===== src/rtl/ram256_bist_pkg.sv =====
// ram256_bist_pkg: FSM states, element type and March C- element table for ram256_bist
package ram256_bist_pkg;
  localparam int ADDR_W = 8;
  localparam int NUM_ELEM = 6;
  typedef enum logic [2:0] {S_IDLE, S_WR, S_RD, S_RW, S_RDONLY, S_CHK, S_DONE} state_t;
  typedef logic [2:0] elem_t;
  typedef struct packed {
    logic down;
    logic rd;
    logic rd_bg;
    logic wr;
    logic wr_bg;
  } march_t;
  function automatic march_t march(input elem_t e);
    case (e)
      3'd0: return march_t'(5'b0_0_0_1_0);
      3'd1: return march_t'(5'b0_1_0_1_1);
      3'd2: return march_t'(5'b0_1_1_1_0);
      3'd3: return march_t'(5'b1_1_0_1_1);
      3'd4: return march_t'(5'b1_1_1_1_0);
      3'd5: return march_t'(5'b0_1_0_0_0);
      default: return march_t'(5'b0);
    endcase
  endfunction
endpackage


===== src/rtl/ram256_bist.sv =====
// ram256_bist: March C- self-test controller driving a RAM256 port, reports pass and first failure
// Ports: CLK/RST (async high), start in; busy/done/pass and fail_addr/fail_elem/fail_data out;
//        EN0/WE0/A0/Di0 out and Do0 in form the RAM256 initiator port.
module ram256_bist
  import ram256_bist_pkg::*;
#(
  parameter int WSIZE = 4
) (
  input  logic                CLK,
  input  logic                RST,
  input  logic                start,
  output logic                busy,
  output logic                done,
  output logic                pass,
  output logic [ADDR_W-1:0]   fail_addr,
  output logic [2:0]          fail_elem,
  output logic [WSIZE*8-1:0]  fail_data,
  output logic                EN0,
  output logic [WSIZE-1:0]    WE0,
  output logic [ADDR_W-1:0]   A0,
  output logic [WSIZE*8-1:0]  Di0,
  input  logic [WSIZE*8-1:0]  Do0
);
  localparam int DW = WSIZE * 8;
  state_t r_state, w_next;
  logic [ADDR_W-1:0] r_cnt, w_addr;
  elem_t r_elem;
  march_t w_cur;
  logic w_last, w_cmp, w_fail, w_wr;
  logic [DW-1:0] w_diff;
  assign w_cur = march(r_elem);
  // the counter always runs upward; descending elements see it inverted
  assign w_addr = w_cur.down ? ~r_cnt : r_cnt;
  assign w_last = &r_cnt;
  // the first RDONLY cycle has no read data yet; CHK consumes the last one
  assign w_cmp = w_cur.rd && (r_state == S_RW || (r_state == S_RDONLY && r_cnt != '0) || r_state == S_CHK);
  assign w_diff = Do0 ^ {DW{w_cur.rd_bg}};
  assign w_fail = w_cmp && |w_diff;
  assign w_wr = (r_state == S_WR || r_state == S_RW) && w_cur.wr;
  always_ff @(posedge CLK or posedge RST) begin
    if (RST) r_state <= S_IDLE;
    else r_state <= w_next;
  end
  always_comb begin
    w_next = r_state;
    case (r_state)
      S_IDLE:   w_next = start ? S_WR : S_IDLE;
      S_WR:     w_next = w_last ? S_RD : S_WR;
      S_RD:     w_next = S_RW;
      S_RW:     w_next = w_fail ? S_DONE : (w_last && r_elem == elem_t'(NUM_ELEM - 2)) ? S_RDONLY : S_RD;
      S_RDONLY: w_next = w_fail ? S_DONE : w_last ? S_CHK : S_RDONLY;
      S_CHK:    w_next = S_DONE;
      S_DONE:   w_next = S_IDLE;
      default:  w_next = S_IDLE;
    endcase
  end
  always_comb begin
    EN0 = r_state inside {S_WR, S_RD, S_RW, S_RDONLY};
    busy = r_state != S_IDLE && r_state != S_DONE;
    done = r_state == S_DONE;
    WE0 = w_wr ? '1 : '0;
    A0 = EN0 ? w_addr : '0;
    Di0 = (w_wr && w_cur.wr_bg) ? '1 : '0;
  end
  always_ff @(posedge CLK or posedge RST) begin
    if (RST) begin
      r_cnt <= '0;
      r_elem <= '0;
      pass <= 1'b0;
      fail_addr <= '0;
      fail_elem <= '0;
      fail_data <= '0;
    end else begin
      if (r_state == S_IDLE && start) begin
        r_cnt <= '0;
        r_elem <= '0;
        pass <= 1'b0;
        fail_addr <= '0;
        fail_elem <= '0;
        fail_data <= '0;
      end
      if (r_state inside {S_WR, S_RW, S_RDONLY}) r_cnt <= r_cnt + 1'b1;
      if ((r_state == S_WR || r_state == S_RW) && w_last) r_elem <= r_elem + 1'b1;
      // in RDONLY/CHK the data belongs to the previous (ascending) address
      if (w_fail) begin
        fail_addr <= r_state == S_RW ? w_addr : r_cnt - 1'b1;
        fail_elem <= r_elem;
        fail_data <= w_diff;
      end
      if (r_state == S_CHK && !w_fail) pass <= 1'b1;
    end
  end
endmodule


===== config.mk =====
export PLATFORM = sky130hd
export DESIGN_NAME = ram256_bist
export DESIGN_NICKNAME = d
export VERILOG_FILES = /design/src/rtl/ram256_bist_pkg.sv /design/src/rtl/ram256_bist.sv
export SDC_FILE = /design/constraint.sdc
export NUM_CORES = 1
export LEC_CHECK = 0
export BUFFER_PORTS_ARGS = -buffer_cell sky130_fd_sc_hd__buf_2
export CAP_MARGIN = 20
export CORE_AREA = 2 2 69 120
export DETAILED_ROUTE_END_ITERATION = 8
export DIE_AREA = 0 0 71 122
export GPL_TIMING_DRIVEN = 0
export HOLD_SLACK_MARGIN = 0.03
export PLACE_DENSITY = 0.78
export SYNTH_ARGS = -nofsm -noshare
export SYNTH_HDL_FRONTEND = slang
export SYNTH_SLANG_ARGS = --single-unit

===== constraint.sdc =====
create_clock -name CLK -period 4.48 [get_ports CLK]
set_input_delay 0.448 -clock CLK [delete_from_list [all_inputs] [get_ports CLK]]
set_output_delay 0.448 -clock CLK [all_outputs]
set_load 0.01 [all_outputs]

==> impl_metrics.json <==
{
  "outcome": "finished, final reports clean",
  "p_clk_share_pct": 27.1,
  "end_kind": "output pin",
  "synth.avg_cell_area_um2": 9.726,
  "ir_worst_vdd_v": 0.0003191,
  "drc": 0,
  "grt_first_pass_wirelength_mm": 15.10,
  "drive_gt1_share_pct": 38.16,
  "cts_setup_buffers": 0,
  "hold_viol": 0,
  "antenna_cells": 0,
  "cts_tree": "yes",
  "hold-worst-slack_ps": 150.6,
  "multi_input_area_um2": 1858,
  "syn-num-nets": 431,
  "grt_max_degree": 38,
  "ys_seq_area_share_pct": 38.46,
  "rrSetupSlack_ps": 2220,
  "ys_ff_latch": 58,
  "postRouteAntennaNets": 0,
  "core.rowCount": 43,
  "firstDrtPassIters": 4,
  "clkLatencyLatePin_ps": 320,
  "critical_path_class": "flop to output pin",
  "ff_latch_area_um2": 1451,
  "crit_fanout": 15,
  "finalClockSkew_ps": 4.917,
  "die_w_um": 71,
  "p_int_mw": 1.604,
  "die_area_um2": 8662,
  "cp-start-kind": "flop",
  "overflow": 0,
  "finish.utilization_pct": 62.20,
  "arrival_ps": 2530,
  "cp_slowest_cell": "dfrtp_1",
  "pwr-share-seq_pct": 31.2,
  "drt_first_iter_violations": 117,
  "clockBufferDepth": 2,
  "fin_cells": 622,
  "combinationalPowerShare_pct": 41.7,
  "routed-via-count": 3247,
  "wl_per_cell_um": 15.12,
  "grt_use_met2_pct": 43.22,
  "min_period_ps": 2980,
  "slew_viol_final": 0,
  "cp_slowest_stage_delay_ps": 420,
  "synth_cells": 388,
  "top_usage_layer": "met2",
  "clk_pin_slew_worst_paths_ps": 50,
  "vias_per_cell": 5.220,
  "portBuffers": 125,
  "dp_cells": 606,
  "cts_resized": 0,
  "gp_congestion": 0.8628,
  "synthTopCellsByArea": "dfrtp_1, mux2i_1, xor2_1",
  "cts_root_buf": "clkbuf_16",
  "synth_edf_count": 0,
  "layout_common_cells": "buf_2, nand2_1, dfrtp_1, mux2i_1, xor2_1",
  "fin_crit_sh_pct": 66.52,
  "cp_common_cell": "buf_4",
  "ys.flop_type": "dfrtp_1",
  "yosysTopAreaCellShare_pct": 38.46,
  "yosysTopAreaCell": "dfrtp_1",
  "min-delay-path-class": "input port to async pin",
  "die-height_um": 122,
  "ys.warnings.count": 0,
  "ys_types": 47,
  "ys_async_sr_fraction_pct": 100.0,
  "grt_use_total_pct": 22.52,
  "power.switching_uw": 934.2,
  "grt_antenna_before_repair": 0,
  "met3_usage_pct": 4.136,
  "path_buf_inv": 5,
  "core_area_um2": 7801,
  "cts_buffers": 9,
  "dp_hpwl_mm": 7.173,
  "syn-cell-area_um2": 3774,
  "drt_wl_total_mm": 9.407,
  "max_slew.worst_pin.slew_ps": 725.7,
  "clock-sinks": 58,
  "finalSetupViolCount": 0,
  "maxSlewHeadroom_pct": 51.46,
  "p_leak_nw": 2.450,
  "areaGrowthSynthToFinish_pct": 28.58,
  "grt_use_met1_pct": 21.54,
  "cp.required_ps": 4030,
  "max_cap_violations": 0,
  "power_density_nw_per_um2": 523.1,
  "final_common_cell": "buf_2",
  "fmax_mhz": 335.6,
  "finalNetCount": 570,
  "rsz0062_at_grt": "no",
  "pin_count": 126,
  "cts_htree_levels": 3,
  "ctsHoldBuffers": 0,
  "power.total_mw": 2.538,
  "cp_top_family": "buffers and inverters",
  "p_sw_share_pct": 36.81,
  "grt_pass1_vias": 3261,
  "cp_cell_sequence": "inv_1 > ha_1 > nor2_1 > nor2_1 > nor3_1 > nor4_2 > buf_4 > buf_4 > buf_4 > buf_2",
  "start_util_pct": 48.37,
  "fillers": 658
}
## through the flow
step	TNS (ps)	instance area [um2]	worst slack (ps)
after floorplan	0	3774	218.9
after global placement	-5643	4512	-179.3
after global routing	0	4852	1238
after detailed placement	0	4553	1833
final	0	4852	1500
after CTS	0	4852	1458
## power groups by stage
| stage | Clock, mW | Combinational [mW] | Sequential (mW) |
|---|---|---|---|
| 2_1_floorplan | 0 | 0.657 | 0.847 |
| 3_3_place_gp | 0 | 1.03 | 0.790 |
| 3_5_place_dp | 0 | 1.06 | 0.795 |
| 4_1_cts | 0.692 | 1.07 | 0.792 |
| 5_1_grt | 0.709 | 1.18 | 0.812 |
| 6_report | 0.687 | 1.06 | 0.792 |
## cells in the mapped netlist, drive strengths merged, types with 5 or more instances
library cell,number
nor2,19
clkbuf,6
ha,8
inv,9
xor2,44
xnor2,5
nand2,60
nand4,11
a21oi,6
nor3,5
o21ai,9
mux2i,48
nor4,13
dfrtp,58
buf,53
## area by class of cell
cell class | instances | share of cell area (%)
buffer | 59 | 8.999
timing repair buffer | 128 | 13.62
multi-input combinational | 262 | 38.29
clock inverter | 2 | 0.7220
sequential | 58 | 29.91
clock buffer | 14 | 5.441
tap | 90 | 2.321
inverter | 9 | 0.6962
## final timing paths
path,end,depth (start not counted),from
max,Di0[19],10,r_elem[0]
min,pass,2,RST
max reg2reg,fail_addr[7],7,r_elem[0]
min reg2reg,pass,2,pass
max in group asynchronous,r_elem[1],3,RST
min in group CLK,fail_data[7],3,Do0[7]
## registers in the layout (all words and copies together), names as in the netlist
signal     flops
r_state        3
pass           1
fail_data     32
fail_addr      8
r_cnt          8
fail_elem      3
r_elem         3
## layer usage
layer / vias up / part of all wire [%]
met4: 0 / 4.0
met3: 28 / 6.1
met1: 1522 / 35
met2: 144 / 55
li1: 1553 / -
met5: - / 0
## cells by family after synthesis
| family | synth area share, % |
|---|---|
| buffers and inverters | 12.47 |
| XOR/XNOR | 11.37 |
| AO/OA/AOI/OAI | 5.670 |
| AND/OR/NAND/NOR | 16.31 |
| flip-flops | 38.46 |
| adder cells (fa/ha/maj) | 2.653 |
| multiplexers | 13.06 |
(Power assumes the default switching activity.)
